`src/rtl/pc_sequencer.sv`:
```
// Program-counter sequencer: linear instruction fetch with prioritised, nestable
// interrupts, a vector table and a hardware return-address stack.
//   state  | meaning
//   START  | first cycle after reset
//   RUN    | fetch; arbitrate interrupt > return > advance
//   VECTOR | push {addr_ins, cur_level}, jump to vector entry, pulse int_ack
//   RETURN | pop and restore context (or flag empty pop), pulse ret_ack
module pc_sequencer #(
    parameter int ADDR_WIDTH_MEM  = 16,
    parameter int DDR_ADDR_WIDTH  = 28,
    parameter int ISA_DEPTH       = 64,
    parameter int TOTAL_ISA_DEPTH = 128,
    parameter int NUM_INT         = 4,
    parameter int STACK_DEPTH     = 4,
    parameter int INS_BYTE_SHIFT  = 3,
    parameter int VEC_STRIDE_LOG2 = 4
) (
    input  logic                               clk,
    input  logic                               rst,
    input  logic [NUM_INT-1:0]                 int_req,
    output logic [NUM_INT-1:0]                 int_ack,
    input  logic [DDR_ADDR_WIDTH-1:0]          vec_base,
    input  logic                               ret_valid,
    output logic                               ret_ack,
    input  logic                               ins_inp_valid,
    input  logic                               ins_cache_rdy,
    input  logic [3:0]                         st_cur_ins_cache,
    input  logic [9:0]                         load_times,
    output logic [ADDR_WIDTH_MEM-1:0]          addr_ins,
    output logic [ADDR_WIDTH_MEM-1:0]          addr_cur_ins,
    output logic [$clog2(NUM_INT+1)-1:0]       cur_level,
    output logic                               stack_err
);

    localparam int LW  = $clog2(NUM_INT + 1);
    localparam int IW  = (NUM_INT > 1) ? $clog2(NUM_INT) : 1;
    localparam int SPW = $clog2(STACK_DEPTH + 1);
    localparam int SAW = (STACK_DEPTH > 1) ? $clog2(STACK_DEPTH) : 1;
    localparam logic [3:0] SENT_INS = 4'd3;

    typedef enum logic [1:0] {S_START, S_RUN, S_VECTOR, S_RETURN} state_t;

    state_t                    state, next_state;
    logic [NUM_INT-1:0]        req_q;
    logic [NUM_INT-1:0]        pending;
    logic [SPW-1:0]            sp;
    logic [IW-1:0]             irq_idx;
    logic [IW-1:0]             irq_sel;
    logic                      irq_found;
    logic                      eligible;
    logic                      adv_ok;
    logic [31:0]               win_end;
    logic [ADDR_WIDTH_MEM-1:0] vec_addr;
    logic [SAW-1:0]            push_idx;
    logic [SAW-1:0]            pop_idx;
    logic                      unused_vec_hi;

    logic [ADDR_WIDTH_MEM-1:0] stk_addr [STACK_DEPTH];
    logic [LW-1:0]             stk_lvl  [STACK_DEPTH];

    assign unused_vec_hi = ^vec_base[DDR_ADDR_WIDTH-1:ADDR_WIDTH_MEM];

    // Lowest pending index wins; it is only taken if it outranks the active level.
    always_comb begin
        irq_found = 1'b0;
        irq_idx   = '0;
        for (int k = NUM_INT - 1; k >= 0; k--) begin
            if (pending[k]) begin
                irq_found = 1'b1;
                irq_idx   = IW'(k);
            end
        end
    end

    assign eligible = irq_found && (LW'(irq_idx) < cur_level) && (sp < SPW'(STACK_DEPTH));

    assign win_end = ISA_DEPTH[31:0] * {22'd0, load_times};
    assign adv_ok  = ins_inp_valid && ins_cache_rdy && (st_cur_ins_cache == SENT_INS)
                     && (32'(addr_ins) < TOTAL_ISA_DEPTH[31:0])
                     && (32'(addr_ins) != win_end);

    assign vec_addr = (vec_base[ADDR_WIDTH_MEM-1:0] >> INS_BYTE_SHIFT)
                      + (ADDR_WIDTH_MEM'(irq_sel) << VEC_STRIDE_LOG2);

    assign push_idx = sp[SAW-1:0];
    assign pop_idx  = SAW'(sp - SPW'(1));

    always_ff @(posedge clk) begin
        if (!rst) state <= S_START;
        else      state <= next_state;
    end

    always_comb begin
        next_state = state;
        case (state)
            S_START:  next_state = S_RUN;
            S_RUN: begin
                if (eligible)       next_state = S_VECTOR;
                else if (ret_valid) next_state = S_RETURN;
            end
            S_VECTOR: next_state = S_RUN;
            S_RETURN: next_state = S_RUN;
            default:  next_state = S_START;
        endcase
    end

    always_comb begin
        int_ack = '0;
        ret_ack = 1'b0;
        case (state)
            S_VECTOR: int_ack = NUM_INT'(1) << irq_sel;
            S_RETURN: ret_ack = 1'b1;
            default: ;
        endcase
    end

    always_ff @(posedge clk) begin
        if (!rst) begin
            addr_ins     <= '0;
            addr_cur_ins <= '0;
            cur_level    <= LW'(NUM_INT);
            sp           <= '0;
            pending      <= '0;
            req_q        <= '0;
            stack_err    <= 1'b0;
            irq_sel      <= '0;
        end else begin
            req_q   <= int_req;
            // A new rising edge in the ack cycle keeps the bit set.
            pending <= (pending & ~int_ack) | (int_req & ~req_q);
            case (state)
                S_RUN: begin
                    if (eligible) begin
                        irq_sel <= irq_idx;
                    end else if (!ret_valid && adv_ok) begin
                        addr_ins     <= addr_ins + ADDR_WIDTH_MEM'(1);
                        addr_cur_ins <= addr_ins + ADDR_WIDTH_MEM'(1);
                    end
                end
                S_VECTOR: begin
                    stk_addr[push_idx] <= addr_ins;
                    stk_lvl[push_idx]  <= cur_level;
                    sp                 <= sp + SPW'(1);
                    addr_ins           <= vec_addr;
                    addr_cur_ins       <= vec_addr;
                    cur_level          <= LW'(irq_sel);
                end
                S_RETURN: begin
                    if (sp != '0) begin
                        sp           <= sp - SPW'(1);
                        addr_ins     <= stk_addr[pop_idx];
                        addr_cur_ins <= stk_addr[pop_idx];
                        cur_level    <= stk_lvl[pop_idx];
                    end else begin
                        stack_err <= 1'b1;
                    end
                end
                default: ;
            endcase
        end
    end

endmodule

```
`config.mk`:
```
export PLATFORM = sky130hd
export DESIGN_NAME = pc_sequencer
export DESIGN_NICKNAME = d
export VERILOG_FILES = /design/src/rtl/pc_sequencer.sv
export SDC_FILE = /design/constraint.sdc
export NUM_CORES = 1
export LEC_CHECK = 0
export BUFFER_PORTS_ARGS = -buffer_cell sky130_fd_sc_hd__buf_2
export CAP_MARGIN = 5
export CORE_MARGIN = 1.5
export CORE_UTILIZATION = 30
export DETAILED_ROUTE_END_ITERATION = 8
export PLACE_DENSITY = 0.53
export SLEW_MARGIN = 15
export SYNTH_ARGS = -nofsm -noshare
export SYNTH_HDL_FRONTEND = slang
export SYNTH_SLANG_ARGS = --single-unit
```
`constraint.sdc`:
```
create_clock -name clk -period 3.3 [get_ports clk]
set_clock_uncertainty 0.2 [all_clocks]
set_input_delay 0.165 -clock clk [delete_from_list [all_inputs] [get_ports clk]]
set_output_delay 0.165 -clock clk [all_outputs]
set_load 0.05 [all_outputs]
```
==> results.toml, run 1 <==
[power]
pwr-share-clk = 0.337
power_leakage_nw = 2.22
pwr-share-seq = 0.495
p_int_mw = 2.32
swShare = 0.275
power_switching_mw = 0.879
combPwrFrac = 0.168
power_density_nw_per_um2 = 533
peakVddDrop_mv = 0.264

[cts]
numCtsBuffers = 9
clk_latency_ns = 0.34
cts_max_path_buffers = 2
cts.sinks = 111
clkTransAtPathRegs_ns = 0.07
post-cts-setup-buffers = 0
root_buffer = "clkbuf_16"
cts_tree = "yes"
h-tree-depth = 3
holdBufCountCts = 5
cts-resized-gates = 0

[timing]
fmax_ghz = 0.360
timing.final.ws_setup_ns = 0.521
finalCriticalPeriod_ns = 2.78
slew_viol_final = 0
tns_ns = 0
slew_headroom = 0.551
timing.final.crit_share = 0.842
worst_pin_slew_ns = 0.667
hold_viol = 0
setup_violations = 0
rsz0062_at_grt = "no"

[worst_setup_path]
required_ns = 3.33
setup.worst_path.start = "pending[3]"
r2r_slack_ns = 0.52
crit_path_end_kind = "flop"
timing.rr.end = "addr_cur_ins[2]"
cp_max_fo = 14
crit_type = "flop to flop"
cp-endpoint = "addr_cur_ins[2]"
critPathArrivalTime_ns = 2.81
r2r-start = "pending[3]"
reg2reg_depth = 9
worstSetupStartpointType = "flop"

[synth]
syn-mean-instance-area_sq_um = 13.0
synth-simple-area-share = 0.113
synth.yosys.seq_area_share = 0.586
synth.distinct_cells = 49
synthFlopType = "edfxtp_1"
synth_fa_ha_area_frac = 0.0285
async_reset_ff_frac = 0
netlist_area_sq_um = 5090
synth_top_family_by_area = "simple AND/OR/NAND/NOR gates"
synth_xor_area_frac = 0.0310
synth.net_count = 454
synth_compound_area_frac = 0.0836
yosys-mux-area-fraction = 0.110
ys.warnings.count = 0
syn_inst = 392
synth.ff_latch_count = 111
synth_edf_count = 76

[floorplanning]
num_rows = 47
start_util = 0.307
die_w_um = 133
die_h_um = 133
num_io_pins = 92
fp.coreArea_sq_um = 16600
die-area_sq_um = 17800

[global_route]
antenna_found_initial = 0
grt_pass1_wl_um = 18500
overflow = 0
grt_pass1_vias = 3236
grt_usage = 0.139
grt_max_degree = 41

[place]
dp_hpwl_um = 8120
pre_cts_ws_ns = 0.519
gp_congestion = 0.760
numPortBuffers = 76
dp.cells = 669

[job]
timing.max_cap.violations = 0

[hold_path]
hold_start = "vec_base[6]"
min_path_type = "input port to flop"

[route]
via_count = 3276
routedWlPerCell_um = 17.4
drc = 0
routed_wl_um = 12000
drt_iter0_drc = 144
viasPerCell = 4.75
dr.pass1.iters = 4
antenna_left = 0

[cells_and_area]
antenna_cells = 0
nets = 527
drive_gt1_frac = 0.283
area_growth_pct = 18.1
fin_cells = 690

[outcome]
outcome = "completed"
[worst min path at each step]
stage                      endpoint  slack (ns)  cells past startpoint
floorplan                  req_q[0]        0.09                      1
global placement           req_q[2]        0.18                      2
detailed placement         req_q[3]        0.19                      2
CTS                 addr_cur_ins[3]        0.03                      4
global route        addr_cur_ins[3]        0.07                      4
finish              addr_cur_ins[3]        0.04                      4
[power by group through the flow]
stage          combinational, mW  sequential [mW]  clock (mW)
2_1_floorplan              0.345             1.66           0
3_3_place_gp               0.533             1.61           0
3_5_place_dp               0.541             1.62           0
4_1_cts                    0.547             1.59        1.11
5_1_grt                    0.588             1.59        1.16
6_report                   0.539             1.59        1.08
[per-stage QoR]
stage          cell area, sq um  power (mW)  hold slack, ns   util
3_3_place_gp               5660        2.15           0.180  0.341
2_1_floorplan              5090        2.01          0.0867      -
5_1_grt                    6010        3.34          0.0745  0.362
3_5_place_dp               5660        2.16           0.190  0.341
6_report                   6010        3.20          0.0379  0.362
4_1_cts                    6010        3.24          0.0301  0.362
[placed cells by master (no fill, tap or decap), drive strengths merged, types with 12 or more instances in the layout]
master / count
buf: 92
edfxtp: 76
dfxtp: 35
nand2: 29
mux4: 19
nor2: 18
a21oi: 15
a21boi: 15
nor2b: 13
inv: 13
xnor2: 12
[Yosys cell counts, drive strengths merged (2+ instances only)]
cell type	n	area [sq um]
edfxtp	76	2280
dfxtp	35	701
nand2	29	109
buf	20	145
mux4	19	428
nor2	18	67.6
a21boi	15	113
a21oi	15	75.1
clkbuf	15	56.3
nor2b	13	81.3
xnor2	12	105
inv	11	41.3
mux2i	11	110
nand3	11	55.1
o21ai	11	55.1
ha	10	125
and3	7	43.8
nand4	6	37.5
xor2	6	52.6
and2	5	31.3
nand2b	5	31.3
nor3	5	25.0
nor4	5	31.3
o211ai	4	30.0
o21a	3	22.5
o22ai	3	18.8
a211oi	2	27.5
a32oi	2	17.5
mux2	2	22.5
o211a	2	20.0
[flip-flops by register name (all words and copies together) (netlist names), 2 cells and up]
name          count
addr_cur_ins     16
cur_level         3
irq_sel           2
pending           4
req_q             4
sp                3
state             2
stk_addr         64
stk_lvl          12
[critical path, cell delays in order, from the launching register on]
cell      delay (ns)
dfxtp_1         0.33
nor2_1          0.14
nor3_1          0.08
ha_1            0.30
or3b_2          0.44
o221a_2         0.29
a211oi_4        0.32
buf_4           0.28
mux2i_1         0.20
a21boi_0        0.09
[per-layer routing]
metal,global-route usage,vias up,part of all wire
met1,0.187,1621,0.47
met4,0.0344,0,0.0057
met5,0,-,0
met3,0.0274,4,0.040
met2,0.233,72,0.49
li1,-,1579,-
[cell families (layout without fill, tap and decap cells)]
logic type / after synthesis / in the layout
AOI/OAI and AO/OA: 62 / 62
DFF: 111 / 111
buffers and inverters: 46 / 124
and+or+nand+nor: 112 / 112
muxes: 32 / 32
xor gates and xnor gates: 18 / 18
adders and majority gates: 11 / 11
[final cells by class]
cell class              instances  area [sq um]
fillers                      1666         10600
flip-flops and latches        111          2980
clock buffers                  10           229
well taps                     220           275
clock inverters                 6          67.6
inverters                      11          41.3
repair buffers                 97           551
multi-input cells             235          1860
Note: power is estimated with default switching activity, not from simulation.
==> run 2: changes to the inputs <==
Clock period 3.3 ns to 2.3 ns, I/O delays scaled along.
==> results.toml, run 2 (synthesis gave the netlist of run 1 again) <==
[floorplanning]
die-area_sq_um = 17800
start_util = 0.307
fp.coreArea_sq_um = 16600
num_rows = 47
num_io_pins = 92
die_w_um = 133
die_h_um = 133

[place]
gp_congestion = 0.769
dp_hpwl_um = 8840
place_area_sq_um = 5960
numPortBuffers = 76

[worst_setup_path]
critPathArrivalTime_ns = 2.52
max_stage_delay_ns = 0.37
cp.buffers_inverters = 1
crit_type = "flop to flop"
required_ns = 2.34
cp_max_fo = 9
cp_cell_sequence = "nor2_4 -> nor3_4 -> ha_4 -> or3b_4 -> o221a_4 -> a211oi_4 -> buf_12 -> mux2i_1 -> a21boi_1"
crit_path_end_kind = "flop"
cp_slowest_cell = "or3b_4"
path_delay_family = "compound AO/OA/AOI/OAI gates"
worstSetupStartpointType = "flop"

[cts]
cts.sinks = 111
numCtsBuffers = 9
cts_max_path_buffers = 2
h-tree-depth = 3
cts_tree = "yes"
root_buffer = "clkbuf_16"
clkTransAtPathRegs_ns = 0.07
clk_latency_ns = 0.35

[route]
dr.pass1.iters = 4
routed_wl_um = 12600
drc = 0
viasPerCell = 4.78
drt_iter0_drc = 182
via_count = 3445
antenna_left = 0
routedWlPerCell_um = 17.5

[timing]
setup_violations = 12
slew_headroom = 0.744
finalCriticalPeriod_ns = 2.47
worst_pin_slew_ns = 0.380
hold_viol = 1
hold_ws_ns = -0.0155
timing.final.crit_share = 1.08
timing.final.ws_setup_ns = -0.175
slew_viol_final = 0
fmax_ghz = 0.404
rsz0062_at_grt = "yes"

[outcome]
outcome = "complete, but fails checks"
violations = "hold timing, setup timing"

[global_route]
grt_pass1_vias = 3438
grt_usage = 0.150
overflow = 0
grt_pass1_wl_um = 19900
antenna_found_initial = 0
grt_max_degree = 37

[cells_and_area]
nets = 557
largest-register = "stk_addr"
drive_gt1_frac = 0.362
fillCellCount = 1647
final_cell_mix = "buf_2 (76), edfxtp_1 (76), buf_4 (42)"
area_growth_pct = 25.2
largest_reg_flops = 64
fin_util = 0.384
fin_area_sq_um = 6370
reg_top3 = "stk_addr: 64 flops, addr_cur_ins: 16 flops, stk_lvl: 12 flops"
antenna_cells = 0

[power]
peakVddDrop_mv = 0.422
power_density_nw_per_um2 = 747
power_leakage_nw = 2.40

[hold_path]
min_path_type = "input port to flop"

[job]
timing.max_cap.violations = 0
[run 2: through the flow]
stage	std cells	TNS [ns]	total power, mW	hold slack, ns	setup slack, ns
2_1_floorplan	392	-1.87	2.92	0.0367	-0.238
3_3_place_gp	695	-1.19	3.19	0.129	-0.147
3_5_place_dp	695	-1.79	3.20	0.138	-0.192
4_1_cts	721	-1.75	4.83	0.00782	-0.164
5_1_grt	720	-2.44	4.98	0.0805	-0.246
6_report	720	-1.54	4.76	-0.0155	-0.175
[run 2: area by class of cell]
class | count | area, sq um | share of cell area
sequential | 111 | 3000 | 0.471
multi-input combinational | 235 | 1950 | 0.306
timing repair buffer | 127 | 806 | 0.126
tap | 220 | 275 | 0.0432
clock buffer | 9 | 225 | 0.0353
clock inverter | 7 | 77.6 | 0.0122
inverter | 11 | 41.3 | 0.00648
[run 2: path summary, 6_finish.rpt]
| kind | start | to | slack [ns] | cells after the start |
|---|---|---|---|---|
| max | pending[2] | addr_cur_ins[4] | -0.17 | 9 |
| min reg2reg | req_q[0] | pending[0] | 0.31 | 2 |
| max reg2reg | pending[2] | addr_cur_ins[4] | -0.17 | 9 |
| min | vec_base[5] | addr_cur_ins[2] | -0.02 | 5 |
[run 2: report_power, final]
group / internal, mW / total, mW / switching (mW)
clock network: 0.859 / 1.59 / 0.734
logic: 0.373 / 0.921 / 0.547
registers: 2.20 / 2.25 / 0.0507
total: 3.43 / 4.76 / 1.33
[run 2: worst reg2reg max path: stages (launching register included)]
cell and delay, ns:
dfxtp_2 0.34, nor2_4 0.14, nor3_4 0.06, ha_4 0.26, or3b_4 0.37, o221a_4 0.28, a211oi_4 0.26, buf_12 0.18
mux2i_1 0.20, a21boi_1 0.08
[run 2: routing by layer]
layer,track usage,vias to the layer above,routed length (um)
met5,0,-,0
met4,0.0399,0,133
met3,0.0327,12,578
met2,0.241,77,6030
met1,0.207,1712,5890
li1,-,1644,-
[run 2: timing repair]
action	in CTS	in global routing
gates cloned	1	0
setup endpoints to repair	12	17
hold buffers	7	0
pin swaps	1	0
setup buffers	2	1
hold endpoints to repair	11	0
resized for setup	4	8
==> run 3: changes to the inputs <==
Settings changed: ABC_AREA set to 1, CTS_CLUSTER_SIZE set to 24.
==> results.toml, run 3 <==
[outcome]
outcome = "completed"

[cells_and_area]
fin_area_sq_um = 6450
final_common_cell = "nand2_1"
final_cell_mix = "nand2_1 (169), edfxtp_1 (76), buf_2 (75)"
area_growth_pct = 18.6
largest_reg_flops = 64
antenna_cells = 0
reg_top3 = "stk_addr: 64 flops, addr_cur_ins: 16 flops, stk_lvl: 12 flops"
fillCellCount = 1844
multiInputGateArea_sq_um = 2000
nets = 775
fin_cells = 947
regArea_sq_um = 2980
drive_gt1_frac = 0.188
largest-register = "stk_addr"

[timing]
rsz0062_at_grt = "no"
slew_headroom = 0.659
timing.final.crit_share = 0.943
worst_pin_slew_ns = 0.507
tns_ns = 0
finalCriticalPeriod_ns = 2.17
setup_violations = 0
fmax_ghz = 0.461
slew_viol_final = 0
hold_viol = 0
timing.final.ws_setup_ns = 0.130
hold_ws_ns = 0.00330

[global_route]
grt_pass1_vias = 4078
grt_use_met2 = 0.259
antenna_found_initial = 0
top_usage_layer = "met2"
met3_usage = 0.0195
overflow = 0
grt_util_met1 = 0.217
grt_usage = 0.160
grt_max_degree = 42
grt_pass1_wl_um = 22200

[synth]
synth.ff_latch_count = 111
yosysMostFrequentCell = "nand2_1"
synth.distinct_cells = 35
synthTopCellsByArea = "edfxtp_1 (42%), dfxtp_1 (13%), nand2_1 (12%)"
syn-mean-instance-area_sq_um = 8.62
netlist_area_sq_um = 5440
synth.yosys.seq_area_share = 0.549
synthFlopType = "edfxtp_1"
syn_inst = 631
synth_commonest_cells = "nand2_1 (169), edfxtp_1 (76), nor2_1 (75)"
synth_top_area_frac = 0.420
async_reset_ff_frac = 0
synth_edf_count = 76
ys.warnings.count = 0
yosys.area.top_type = "edfxtp_1"
synth.net_count = 693

[worst_setup_path]
required_ns = 1.99
cp_cell_sequence = "inv_2 -> nor2_4 -> inv_2 -> nor2_1 -> inv_1 -> nor2_1 -> buf_2"
path_delay_family = "buffers and inverters"
cp.buffers_inverters = 4
worstSetupStartpointType = "flop"
critPathArrivalTime_ns = 1.85
max_stage_delay_ns = 0.42
cp_max_fo = 10
crit_type = "flop to output pin"
cp_slowest_cell = "dfxtp_2"
crit_path_end_kind = "output pin"

[route]
routed_wl_um = 14400
drc = 0
antenna_left = 0
viasPerCell = 4.63
dr.pass1.iters = 5
drt_iter0_drc = 272
routedWlPerCell_um = 15.2
via_count = 4385

[cts]
numCtsBuffers = 9
cts_max_path_buffers = 2
cts_tree = "yes"
clkTransAtPathRegs_ns = 0.08
clk_latency_ns = 0.37
cts.sinks = 111
h-tree-depth = 3
post-cts-setup-buffers = 0
root_buffer = "clkbuf_16"

[floorplanning]
die_w_um = 138
die-area_sq_um = 18900
num_io_pins = 92
die_h_um = 138
num_rows = 49
start_util = 0.305
fp.coreArea_sq_um = 17800

[hold_path]
min_path_type = "input port to flop"

[place]
pre_cts_ws_ns = 0.260
dp_hpwl_um = 10200
dp.cells = 924
numPortBuffers = 76
gp_congestion = 0.857
place_area_sq_um = 6100

[job]
timing.max_cap.violations = 0

[power]
power_leakage_nw = 2.80
peakVddDrop_mv = 0.335
power_density_nw_per_um2 = 766
-- run 3: changes by cell type after synthesis, sizes merged, moves of 7 or more --
cell    change
inv        +52
a21oi      +16
o21ai      +10
nor2       +61
nor2b      -13
buf         +7
mux2i      -11
nand2     +143
nand3      +55
and3        -7
a21boi     -15
mux4       -19
xnor2      -12
-- run 3: kinds of logic after synthesis --
kind of cell               share of synthesized area
and+or+nand+nor                                0.255
DFF                                            0.549
buffers and inverters                         0.0856
AOI/OAI and AO/OA                             0.0773
adders and majority gates                     0.0267
xor gates and xnor gates                     0.00644
-- run 3: final timing paths --
kind,from,end,slack [ns],depth (start not counted)
max,state[1],int_ack[2],0.13,7
max reg2reg,sp[1],addr_cur_ins[8],0.25,10
min,vec_base[15],addr_cur_ins[13],0.003,5
min reg2reg,req_q[2],pending[2],0.22,1
-- run 3: tightest hold or removal path: cells and delay by family --
family          cells  cell delay (ns)
compound gates      1             0.08
buf+inv             1             0.13
simple gates        3             0.22
-- run 3: power by group --
group          switching (mW)  total (mW)  internal [mW]
logic                   0.791        1.13          0.340
registers              0.0943        2.32           2.23
clock network           0.745        1.49          0.742
-- run 3: metal layers --
| metal | vias up | wire length, um | part of all wire |
|---|---|---|---|
| met2 | 94 | 6650 | 0.46 |
| met1 | 2039 | 6980 | 0.49 |
| met4 | 0 | 240 | 0.017 |
| met5 | - | 0 | 0 |
| met3 | 13 | 512 | 0.036 |
| li1 | 2239 | - | - |
-- run 3: what timing repair did --
action,CTS,global route
resized for setup,1,2
hold buffers,7,0
setup endpoints to repair,2,1
endpoints found under the hold margin,11,0
gates cloned,0,0
-- run 3: stage by stage --
step | power [mW] | utilization
floorplan | 3.18 | -
global route | 5.18 | 0.362
global placement | 3.50 | 0.342
detailed placement | 3.50 | 0.342
finish | 4.94 | 0.362
CTS | 4.99 | 0.361
-- run 3: area by class of cell --
cell class              count  area share
clock buffers              10      0.0355
clock inverters             6     0.00698
inverters                  64      0.0372
multi-input cells         418       0.311
flip-flops and latches    111       0.463
well taps                 229      0.0444
repair buffers            109       0.102
